File: src/rtl/apb4_master_bridge_pkg.sv
// apb_pkg: definitions shared by the APB4 requester bridge and its bench.
// Holds the transfer FSM state type, the command/response records at the
// default 32-bit bus geometry, and the PPROT bit positions.
package apb_pkg;

  localparam int APB_ADDR_W = 32;
  localparam int APB_DATA_W = 32;
  localparam int APB_STRB_W = APB_DATA_W / 8;

  // PPROT bit positions (APB4)
  localparam int PPROT_PRIV_BIT   = 0;
  localparam int PPROT_NONSEC_BIT = 1;
  localparam int PPROT_INSTR_BIT  = 2;

  typedef enum logic [1:0] {
    IDLE,
    SETUP,
    ACCESS,
    RESP
  } apb_state_t;

  typedef struct packed {
    logic                  write;
    logic [APB_ADDR_W-1:0] addr;
    logic [APB_DATA_W-1:0] wdata;
    logic [APB_STRB_W-1:0] strb;
    logic [2:0]            prot;
  } apb_cmd_t;

  typedef struct packed {
    logic [APB_DATA_W-1:0] rdata;
    logic                  err;
    logic                  timeout;
  } apb_rsp_t;

endpackage

File: src/rtl/apb4_master_bridge_if.sv
// apb4_master_bridge_if: command/response handshake plus the APB4 bus.
// Modport master is the bridge's view (drives cmd_ready, rsp_*, PSEL..PPROT);
// modport slave is the opposite side (command source, response sink, APB
// completer).
interface apb4_master_bridge_if #(
  parameter int ADDR_WIDTH = 32,
  parameter int DATA_WIDTH = 32
);

  logic                    cmd_valid;
  logic                    cmd_ready;
  logic                    cmd_write;
  logic [ADDR_WIDTH-1:0]   cmd_addr;
  logic [DATA_WIDTH-1:0]   cmd_wdata;
  logic [DATA_WIDTH/8-1:0] cmd_strb;
  logic [2:0]              cmd_prot;

  logic                    rsp_valid;
  logic                    rsp_ready;
  logic [DATA_WIDTH-1:0]   rsp_rdata;
  logic                    rsp_err;
  logic                    rsp_timeout;

  logic                    PSEL;
  logic                    PENABLE;
  logic                    PWRITE;
  logic [ADDR_WIDTH-1:0]   PADDR;
  logic [DATA_WIDTH-1:0]   PWDATA;
  logic [DATA_WIDTH/8-1:0] PSTRB;
  logic [2:0]              PPROT;
  logic [DATA_WIDTH-1:0]   PRDATA;
  logic                    PREADY;
  logic                    PSLVERR;

  modport master (
    input  cmd_valid, cmd_write, cmd_addr, cmd_wdata, cmd_strb, cmd_prot,
    output cmd_ready,
    output rsp_valid, rsp_rdata, rsp_err, rsp_timeout,
    input  rsp_ready,
    output PSEL, PENABLE, PWRITE, PADDR, PWDATA, PSTRB, PPROT,
    input  PRDATA, PREADY, PSLVERR
  );

  modport slave (
    output cmd_valid, cmd_write, cmd_addr, cmd_wdata, cmd_strb, cmd_prot,
    input  cmd_ready,
    input  rsp_valid, rsp_rdata, rsp_err, rsp_timeout,
    output rsp_ready,
    input  PSEL, PENABLE, PWRITE, PADDR, PWDATA, PSTRB, PPROT,
    output PRDATA, PREADY, PSLVERR
  );

endinterface

File: src/rtl/apb4_master_bridge_timeout_cnt.sv
// apb_timeout_cnt: up-counter with synchronous clear and load, count enable
// and a terminal-count flag.
// Ports: clk, rst_n (async active-low), clear, load/load_val, enable,
//        tc (high while count equals TERMINAL).
module apb_timeout_cnt #(
  parameter int               WIDTH    = 8,
  parameter logic [WIDTH-1:0] TERMINAL = '1
) (
  input  logic             clk,
  input  logic             rst_n,
  input  logic             clear,
  input  logic             load,
  input  logic [WIDTH-1:0] load_val,
  input  logic             enable,
  output logic             tc
);

  logic [WIDTH-1:0] count;

  // Clear has priority over load, load over increment.
  always_ff @(posedge clk or negedge rst_n) begin
    if (!rst_n) begin
      count <= '0;
    end else if (clear) begin
      count <= '0;
    end else if (load) begin
      count <= load_val;
    end else if (enable) begin
      count <= count + 1'b1;
    end
  end

  assign tc = (count == TERMINAL);

endmodule

File: src/rtl/apb4_master_bridge.sv
// apb4_master_bridge: APB4 requester. Turns one valid/ready command into an
// APB4 SETUP/ACCESS transfer and returns the result on a valid/ready
// response channel. One transfer in flight; a PREADY timeout aborts a hung
// completer.
// Ports: PCLK, PRESETn (async active-low), bus (apb4_master_bridge_if.master):
//        cmd_* in / cmd_ready out, rsp_* out / rsp_ready in, APB4 P* signals.
module apb4_master_bridge
  import apb_pkg::*;
#(
  parameter int ADDR_WIDTH     = 32,
  parameter int DATA_WIDTH     = 32,
  parameter int TIMEOUT_CYCLES = 16,
  parameter int COUNT_WIDTH    = 8
) (
  input logic                  PCLK,
  input logic                  PRESETn,
  apb4_master_bridge_if.master bus
);

  localparam int ADDR_LSB = $clog2(DATA_WIDTH / 8);
  localparam logic [ADDR_WIDTH-1:0] ADDR_MASK = ~ADDR_WIDTH'((1 << ADDR_LSB) - 1);
  localparam bit TIMEOUT_EN = (TIMEOUT_CYCLES != 0);
  // tc fires on the last permitted wait cycle, so the increment that would
  // reach TIMEOUT_CYCLES is the one that aborts.
  localparam logic [COUNT_WIDTH-1:0] TC_VAL =
    TIMEOUT_EN ? COUNT_WIDTH'(TIMEOUT_CYCLES - 1) : '0;

  apb_state_t              state;
  logic                    out_of_reset;
  logic                    psel, penable, pwrite;
  logic [ADDR_WIDTH-1:0]   paddr;
  logic [DATA_WIDTH-1:0]   pwdata;
  logic [DATA_WIDTH/8-1:0] pstrb;
  logic [2:0]              pprot;
  logic                    rsp_valid, rsp_err, rsp_timeout;
  logic [DATA_WIDTH-1:0]   rsp_rdata;
  logic                    cmd_ready, accept, wait_tc;

  // cmd_ready stays low until the first clock after reset release; in RESP a
  // new command can only be taken together with the current response.
  assign cmd_ready = ((state == IDLE) && out_of_reset) ||
                     ((state == RESP) && bus.rsp_ready);
  assign accept    = bus.cmd_valid && cmd_ready;

  apb_timeout_cnt #(
    .WIDTH    (COUNT_WIDTH),
    .TERMINAL (TC_VAL)
  ) u_timeout_cnt (
    .clk      (PCLK),
    .rst_n    (PRESETn),
    .clear    (accept),
    .load     (1'b0),
    .load_val ('0),
    .enable   ((state == ACCESS) && !bus.PREADY),
    .tc       (wait_tc)
  );

  // Transfer FSM with registered bus and response outputs. A command is
  // loaded straight into the APB output registers on acceptance, so those
  // keep their last values while idle.
  always_ff @(posedge PCLK or negedge PRESETn) begin
    if (!PRESETn) begin
      state        <= IDLE;
      out_of_reset <= 1'b0;
      psel         <= 1'b0;
      penable      <= 1'b0;
      pwrite       <= 1'b0;
      paddr        <= '0;
      pwdata       <= '0;
      pstrb        <= '0;
      pprot        <= '0;
      rsp_valid    <= 1'b0;
      rsp_rdata    <= '0;
      rsp_err      <= 1'b0;
      rsp_timeout  <= 1'b0;
    end else begin
      out_of_reset <= 1'b1;
      case (state)
        IDLE: ;
        SETUP: begin
          penable <= 1'b1;
          state   <= ACCESS;
        end
        ACCESS: begin
          if (bus.PREADY) begin
            psel        <= 1'b0;
            penable     <= 1'b0;
            rsp_valid   <= 1'b1;
            rsp_err     <= bus.PSLVERR;
            rsp_timeout <= 1'b0;
            rsp_rdata   <= (!pwrite && !bus.PSLVERR) ? bus.PRDATA : '0;
            state       <= RESP;
          end else if (TIMEOUT_EN && wait_tc) begin
            psel        <= 1'b0;
            penable     <= 1'b0;
            rsp_valid   <= 1'b1;
            rsp_err     <= 1'b1;
            rsp_timeout <= 1'b1;
            rsp_rdata   <= '0;
            state       <= RESP;
          end
        end
        RESP: begin
          if (bus.rsp_ready) begin
            rsp_valid <= 1'b0;
            state     <= IDLE;
          end
        end
        default: state <= IDLE;
      endcase
      // Acceptance (from IDLE or RESP) overrides the state chosen above.
      if (accept) begin
        psel    <= 1'b1;
        penable <= 1'b0;
        pwrite  <= bus.cmd_write;
        paddr   <= bus.cmd_addr & ADDR_MASK;
        pprot   <= bus.cmd_prot;
        pwdata  <= bus.cmd_write ? bus.cmd_wdata : '0;
        pstrb   <= bus.cmd_write ? bus.cmd_strb : '0;
        state   <= SETUP;
      end
    end
  end

  assign bus.cmd_ready   = cmd_ready;
  assign bus.rsp_valid   = rsp_valid;
  assign bus.rsp_rdata   = rsp_rdata;
  assign bus.rsp_err     = rsp_err;
  assign bus.rsp_timeout = rsp_timeout;
  assign bus.PSEL        = psel;
  assign bus.PENABLE     = penable;
  assign bus.PWRITE      = pwrite;
  assign bus.PADDR       = paddr;
  assign bus.PWDATA      = pwdata;
  assign bus.PSTRB       = pstrb;
  assign bus.PPROT       = pprot;

endmodule

File: src/flat_wrapper.sv
// flat-port wrapper written by rule: the top's interface ports become plain ports
module apb4_master_bridge_flat import apb_pkg::*;
#(
  parameter int ADDR_WIDTH     = 32,
  parameter int DATA_WIDTH     = 32,
  parameter int TIMEOUT_CYCLES = 16,
  parameter int COUNT_WIDTH    = 8
)
  (PCLK, PRESETn, bus_cmd_valid, bus_cmd_write, bus_cmd_addr, bus_cmd_wdata, bus_cmd_strb, bus_cmd_prot, bus_cmd_ready, bus_rsp_valid, bus_rsp_rdata, bus_rsp_err, bus_rsp_timeout, bus_rsp_ready, bus_PSEL, bus_PENABLE, bus_PWRITE, bus_PADDR, bus_PWDATA, bus_PSTRB, bus_PPROT, bus_PRDATA, bus_PREADY, bus_PSLVERR);
  apb4_master_bridge_if #(.ADDR_WIDTH(ADDR_WIDTH), .DATA_WIDTH(DATA_WIDTH)) bus_i ();
  input logic PCLK;
  input logic PRESETn;
  input wire logic [$bits(bus_i.cmd_valid)-1:0] bus_cmd_valid;
  input wire logic [$bits(bus_i.cmd_write)-1:0] bus_cmd_write;
  input wire logic [$bits(bus_i.cmd_addr)-1:0] bus_cmd_addr;
  input wire logic [$bits(bus_i.cmd_wdata)-1:0] bus_cmd_wdata;
  input wire logic [$bits(bus_i.cmd_strb)-1:0] bus_cmd_strb;
  input wire logic [$bits(bus_i.cmd_prot)-1:0] bus_cmd_prot;
  output wire logic [$bits(bus_i.cmd_ready)-1:0] bus_cmd_ready;
  output wire logic [$bits(bus_i.rsp_valid)-1:0] bus_rsp_valid;
  output wire logic [$bits(bus_i.rsp_rdata)-1:0] bus_rsp_rdata;
  output wire logic [$bits(bus_i.rsp_err)-1:0] bus_rsp_err;
  output wire logic [$bits(bus_i.rsp_timeout)-1:0] bus_rsp_timeout;
  input wire logic [$bits(bus_i.rsp_ready)-1:0] bus_rsp_ready;
  output wire logic [$bits(bus_i.PSEL)-1:0] bus_PSEL;
  output wire logic [$bits(bus_i.PENABLE)-1:0] bus_PENABLE;
  output wire logic [$bits(bus_i.PWRITE)-1:0] bus_PWRITE;
  output wire logic [$bits(bus_i.PADDR)-1:0] bus_PADDR;
  output wire logic [$bits(bus_i.PWDATA)-1:0] bus_PWDATA;
  output wire logic [$bits(bus_i.PSTRB)-1:0] bus_PSTRB;
  output wire logic [$bits(bus_i.PPROT)-1:0] bus_PPROT;
  input wire logic [$bits(bus_i.PRDATA)-1:0] bus_PRDATA;
  input wire logic [$bits(bus_i.PREADY)-1:0] bus_PREADY;
  input wire logic [$bits(bus_i.PSLVERR)-1:0] bus_PSLVERR;
  assign bus_i.cmd_valid = bus_cmd_valid;
  assign bus_i.cmd_write = bus_cmd_write;
  assign bus_i.cmd_addr = bus_cmd_addr;
  assign bus_i.cmd_wdata = bus_cmd_wdata;
  assign bus_i.cmd_strb = bus_cmd_strb;
  assign bus_i.cmd_prot = bus_cmd_prot;
  assign bus_cmd_ready = bus_i.cmd_ready;
  assign bus_rsp_valid = bus_i.rsp_valid;
  assign bus_rsp_rdata = bus_i.rsp_rdata;
  assign bus_rsp_err = bus_i.rsp_err;
  assign bus_rsp_timeout = bus_i.rsp_timeout;
  assign bus_i.rsp_ready = bus_rsp_ready;
  assign bus_PSEL = bus_i.PSEL;
  assign bus_PENABLE = bus_i.PENABLE;
  assign bus_PWRITE = bus_i.PWRITE;
  assign bus_PADDR = bus_i.PADDR;
  assign bus_PWDATA = bus_i.PWDATA;
  assign bus_PSTRB = bus_i.PSTRB;
  assign bus_PPROT = bus_i.PPROT;
  assign bus_i.PRDATA = bus_PRDATA;
  assign bus_i.PREADY = bus_PREADY;
  assign bus_i.PSLVERR = bus_PSLVERR;
  apb4_master_bridge #(.ADDR_WIDTH(ADDR_WIDTH), .DATA_WIDTH(DATA_WIDTH), .TIMEOUT_CYCLES(TIMEOUT_CYCLES), .COUNT_WIDTH(COUNT_WIDTH)) u_core (.PCLK(PCLK), .PRESETn(PRESETn), .bus(bus_i));
endmodule
File: config.mk
export PLATFORM = sky130hd
export DESIGN_NAME = apb4_master_bridge_flat
export DESIGN_NICKNAME = d
export VERILOG_FILES = /design/src/rtl/apb4_master_bridge_pkg.sv /design/src/rtl/apb4_master_bridge_if.sv /design/src/rtl/apb4_master_bridge_timeout_cnt.sv /design/src/rtl/apb4_master_bridge.sv /design/src/flat_wrapper.sv
export SDC_FILE = /design/constraint.sdc
export NUM_CORES = 1
export LEC_CHECK = 0
export CORE_ASPECT_RATIO = 1.4
export CORE_MARGIN = 1.5
export CORE_UTILIZATION = 46
export CTS_CLUSTER_SIZE = 20
export DETAILED_ROUTE_END_ITERATION = 10
export GPL_TIMING_DRIVEN = 0
export PLACE_DENSITY = 0.86
export SLEW_MARGIN = 15
export SYNTH_ARGS = -nofsm -noshare
export SYNTH_HDL_FRONTEND = slang
export SYNTH_SLANG_ARGS = --single-unit
export TNS_END_PERCENT = 20
File: constraint.sdc
create_clock -name PCLK -period 3.46 [get_ports PCLK]
set_clock_uncertainty 0.05 [all_clocks]
set_input_delay 0.692 -clock PCLK [delete_from_list [all_inputs] [get_ports PCLK]]
set_output_delay 0.692 -clock PCLK [all_outputs]
set_load 0.1 [all_outputs]
# After elaboration in Yosys (flattened, before gate mapping)
# Index checks and enable logic that the tools add are counted.
word_totals:
  reg_bits: 118
  latchBits: 0
  mem_bits_rw: 0
  rom_bits: 0
  out_inout_bits: 110
  wordCells: 69
  n_memories: 0
classes:
  add_sub_neg: 1
  n_mul: 0
  n_div: 0
  n_lt_le_gt_ge: 0
  n_eq_ne: 8
  n_shift: 0
  muxes: 24
  bitwise_logic: 0
  reduce_logical: 22
op_table:
  columns: ["operator", "count"]
  rows:
  - ["two-way mux 32 bit", 4]
  - ["two-way mux 8 bit", 2]
  - ["two-way mux 1 bit", 10]
  - ["adder 8 x 1 -> 8 bit (second input constant)", 1]
  - ["equality test 8 x 4 -> 1 bit (second input constant)", 1]
  - ["two-way mux 2 bit", 4]
  - ["nonzero test 2 bit", 4]
  - ["one-hot mux 2 bit (3 select lines)", 1]
  - ["AND reduction 2 bit", 3]
  - ["AND reduction 3 bit", 2]
  - ["nonzero test 3 bit", 2]
  - ["logical AND 1 bit", 5]
  - ["equality test 2 bit (second input constant)", 2]
  - ["two-way mux 4 bit", 1]
  - ["!= test 4 x 3 -> 1 bit (second input constant)", 1]
  - ["one-hot mux 1 bit (2 select lines)", 2]
  - ["nonzero test 4 bit", 1]
  - ["logical NOT 1 bit", 3]
  - ["!= test 3 x 2 -> 1 bit (second input constant)", 1]
  - ["!= test 3 bit (second input constant)", 1]
  - ["equality test 2 x 1 -> 1 bit (second input constant)", 1]
  - ["logical NOT 2 bit", 1]
  - ["!= test 2 bit (second input constant)", 1]
  - ["logical OR 1 bit", 1]

# Longest topological paths before layout
logic_depth:
  depth_word: 6
  mapped_depth: 6
  ltp_nobuf: 4

# Hierarchy
# Synthesis repeated with hierarchy kept, for this count alone.
hier_totals:
  cells_unflattened: 394
  area_unflattened_um2: 4869.7
modules_own_cells:
  columns: ["mod", "n_inst", "cells_each", "area_each_um2", "seq_area_each_um2"]
  rows:
  - ["apb4_master_bridge", 1, 344, 4403.0, 2752.6]
  - ["apb_timeout_cnt", 1, 50, 466.7, 200.2]

# Worst setup path before layout
# No wires, ideal clock.
synth_timing:
  path_type: "register to output"
  from: "register u_core.state[1]"
  to: "output bus_cmd_ready"
  arrival_time_ns: 1.472
  t_required_ns: 2.718
  setup_slack_ns: 1.246
  stages_incl_launch_ff: 5
  cell_sequence: "dfrtp_1 buf_2 nor2_1 nand2_1 nand2_1"
synth_between:
  elab_chain_len: 3
synth_lines:
  columns: ["item", "line", "text"]
  rows:
  - ["from (decl)", "apb4_master_bridge.sv:28", "apb_state_t state;"]
  - ["from (signal assigned)", "apb4_master_bridge.sv:63", "state <= IDLE;"]
  - ["from (signal assigned)", "apb4_master_bridge.sv:82", "state <= ACCESS;"]
  - ["from (signal assigned)", "apb4_master_bridge.sv:92", "state <= RESP;"]
  - ["equality test 2 bit / logical NOT 2 bit (equally long branches)", "apb4_master_bridge.sv:42, apb4_master_bridge.sv:41", null]
  - ["logical AND 1 bit (on tied branches)", "apb4_master_bridge.sv:42, apb4_master_bridge.sv:41", null]
  - ["logical OR 1 bit (*)", "apb4_master_bridge.sv:41", "assign cmd_ready = ((state == IDLE) && out_of_reset) ||"]
  - ["to (decl)", "flat_wrapper.sv:19", "output wire logic [$bits(bus_i.cmd_ready)-1:0] bus_cmd_ready;"]
# Mark *: on every way between the ends. The rest lies on a longest branch, timed or not.

# Worst setup path after layout
layout_timing:
  from: "input bus_rsp_ready"
  to: "output bus_cmd_ready"
layout_between:
  elab_chain_len: 2
layout_lines:
  columns: ["item", "line", "text"]
  rows:
  - ["from (decl)", "flat_wrapper.sv:24", "input wire logic [$bits(bus_i.rsp_ready)-1:0] bus_rsp_ready;"]
  - ["logical AND 1 bit", "apb4_master_bridge.sv:42", "((state == RESP) && bus.rsp_ready);"]
  - ["logical OR 1 bit", "apb4_master_bridge.sv:41", null]
# No other way between the ends.

==> summary.md <==
| Metric | Value |
|---|---|
| Via-to-Cell Ratio | ~5 |
| Final instance area | ~0.0080 mm^2 |
| Post-synth top area cell | dfrtp_1 |
| Hold slack | approximately 0.20 ns |
| Non-Filler Instances | 836 |
| R2R depth | 5 |
| Worst Path Max Fanout | 3 |
| Core footprint | between 0.01 and 0.015 mm^2 |
| Post-DP Area | roughly 0.0075 mm^2 |
| Largest net degree at the start of global routing | 63 |
| Final setup viols | 0 |
| Number of synthesized register bits | 118 |
| Gr usage total | roughly a quarter |
| Clk Latency, worst-skew pair | 0.40 ns |
| Filler cells | around 760 |
| Hpwl dp | 10300 um |
| Ys flop type | dfrtp_1 |
| DRT Pass-1 Iters | 4 |
| Top delay family on crit path | buffers and inverters |
| TritonCTS clock tree | built |
| Cells after DPL | a little over 800 |
| Hold-fix buffers, CTS | 0 |
| Fin. max-slew vios | 0 |
| Post-Syn Area | 0.00510 mm^2 |
| CP startpoint kind | input pin |
| Layout cells sized above 1 | approximately 12% |
| Post-CTS Resized | 0 |
| Flop2flop setup slack | about 1.6 ns |
| CP Class | in2out |
| Worst hold path type | in2async |
| Final WL | roughly 14000 um |
| CTS buffer count | 17 |
| Number of DRC markers in iteration 0 | 113 |
| Critical-path cell with the highest stage delay | clkdlybuf4s50_1 |
| I/O pin count | 220 |
| CP cell instances | clkdlybuf4s50_1 > nand3_1 > nand2_1 > clkdlybuf4s50_1 |
| Yosys warning count | 0 |
| Root buffer cell | clkbuf_16 |
| Critical path data required time | between 2 and 3 ns |
| First-pass GRT wire length | around 22000 um |
| CP endpoint kind | primary output |
| Ant. Diodes | 0 |
| Remaining DRCs | 0 |
| Share of synthesized registers carrying an async set or reset | 100% |
| Area Growth Syn to Fin | 56.9% |
| Vias in the first global route | 4599 |
| Reg clk slew, reported paths | about 0.060 ns |
| WP data arrival | between 2 and 3 ns |
| FF-to-FF Start | u_core.state[0] |
| Input/output buffers | between 200 and 250 |
| Die Width | around 92 um |
| Post-CTS Repair Setup Buffers | 0 |
| Tcrit/Tclk final | between 90% and 100% |
| Avg WL per Cell | about 17 um |
| Sequential cell area | between 0.002 and 0.003 mm^2 |
| Top-count cell post-synth | dfrtp_1 |
| Rel. slew slack | 30.1% |
| H-tree levels | 4 |
| Final-report hold violation count | 0 |
| Deepest clock path buffer count | 2 |
| EDFF count, synth | 0 |
| GPL Wtd Cong | about 0.75 |
| Initial antenna violation count | 0 |
| Seq/Total Area, Yosys | roughly 58% |
| Clock period minus worst slack | 3.34 ns |
| Rows | 45 |
| Top cells by area, synth | dfrtp_1 58%, mux2_2 7.3%, mux2i_1 7.3% |
| Achievable Freq | 0.300 GHz |
| Total congestion overflow | 0 |
| RSZ-0062 raised after global routing | no |
| Synth top area share | 57.8% |
| Chip Height | between 100 and 150 um |
| Maximum cell stage delay along the critical path | around 1.2 ns |
| Crit path buffers/inverters | 2 |
| Vias | roughly 4300 |
| CP most frequent cell | clkdlybuf4s50_1 |
| Die area | between 0.01 and 0.015 mm^2 |
| Routed Antenna Nets | 0 |
| Unique masters post-synth | 43 |
| Final-stage net count | slightly below 800 |
| Cells after Synth | approximately 450 |
| Worst Tran Pin Value | 1.05 ns |
| R2r endpoint | u_core.bus.PADDR[13] |
| Synthesized area per cell | 11.4 um^2 |
| Outcome | complete, no violations |
| Multi-input gate area | between 0.0015 and 0.002 mm^2 |
| Initial core utilization | 47.2% |
| Max-cap violations | 0 |
| Top post-synthesis cells by count | 118 x dfrtp_1, 72 x inv_1, 41 x nand2_1 |
| Clock Sinks | around 120 |
[per-layer routing]
layer  up-vias  routed length (um)  part of all wire (%)  track usage (%)
met5         -                   0                     0                0
met4         0                 331                   2.4             9.68
met3        24                1220                   8.7             8.57
met2       181                7470                    53             44.4
met1      2094                4980                    36             26.2
li1       1991                   -                     -                -
[worst reg2reg max path, stage by stage, from the launching register on]
cell     delay, ns
dfrtp_1       0.37
buf_2         0.17
and4_1        0.22
a31oi_4       0.30
buf_4         0.26
mux2_2        0.37
[registers in the layout, indices dropped and copies added (netlist names)]
register and flops:
u_core.bus.rsp_valid 1, u_core.bus.rsp_err 1, u_core.bus.PWRITE 1, u_core.out_of_reset 1
u_core.bus.PSTRB 4, u_core.u_timeout_cnt.count 8, u_core.bus.PADDR 30, u_core.bus.PSEL 1
u_core.bus.PWDATA 32, u_core.bus.rsp_rdata 32, u_core.bus.PENABLE 1, u_core.state 2
u_core.bus.PPROT 3, u_core.bus.rsp_timeout 1
[final cells by class]
type                            instances  share of cell area (%)
Inverter                               72                    3.37
Buffer                                 31                    2.16
Timing Repair Buffer                  215                    27.1
Clock inverter                          9                    1.31
Sequential cell                       118                    36.9
Multi-Input combinational cell        229                    21.4
Clock buffer                           21                    5.62
Tap cell                              141                    2.20
[layout by cell type, fill, tap and decap left out, drive strengths merged, types with 2 or more instances in the layout]
cell type,Yosys,layout
dfrtp,118,118
or4,3,3
a21oi,7,7
mux2,34,34
nand4,2,2
nor2,7,7
inv,72,72
or3,2,2
nand3,3,3
mux2i,37,37
a31oi,2,2
a32oi,32,32
o31ai,3,3
o21ai,35,35
clkbuf,17,38
clkdlybuf4s50,0,213
buf,14,16
nand2,41,41
bufinv,0,2
conb,2,3
clkinv,0,6
[logic make-up (layout without fill, tap and decap cells)]
kind of cell    Yosys count  after routing  synth area share, %
flops                   118            118                 57.8
buf+inv                 103            348                 8.68
compound gates           86             86                 11.8
mux                      71             71                 14.8
simple gates             66             66                 6.18
other cells               2              3                0.147
xor+xnor                  2              2                0.343
fa+ha+maj                 1              1                0.245
[per-stage QoR]
step | setup TNS (ns) | utilization, % | setup slack [ns]
after floorplan | 0 | - | 1.25
after global placement | -324.69 | 68.7 | -2.76
after detailed placement | 0 | 69.0 | 0.139
after CTS | 0 | 74.1 | 0.130
after global routing | 0 | 74.1 | 0.0503
final | 0 | 74.1 | 0.124
[worst max-delay path by stage]
stage / start / to / slack, ns / cells after the start
2_1_floorplan: u_core.state[1] / bus_cmd_ready / 1.25 / 4
3_3_place_gp: PRESETn / u_core.bus.rsp_rdata[27] / -2.76 / 1
3_5_place_dp: bus_rsp_ready / bus_cmd_ready / 0.14 / 4
4_1_cts: bus_rsp_ready / bus_cmd_ready / 0.13 / 4
5_1_grt: u_core.state[0] / bus_cmd_ready / 0.05 / 5
6_report: bus_rsp_ready / bus_cmd_ready / 0.12 / 4
Power is left out: the tool's default activity adds up to more than one toggle a clock period on the data nets, which glitch-free logic cannot reach.
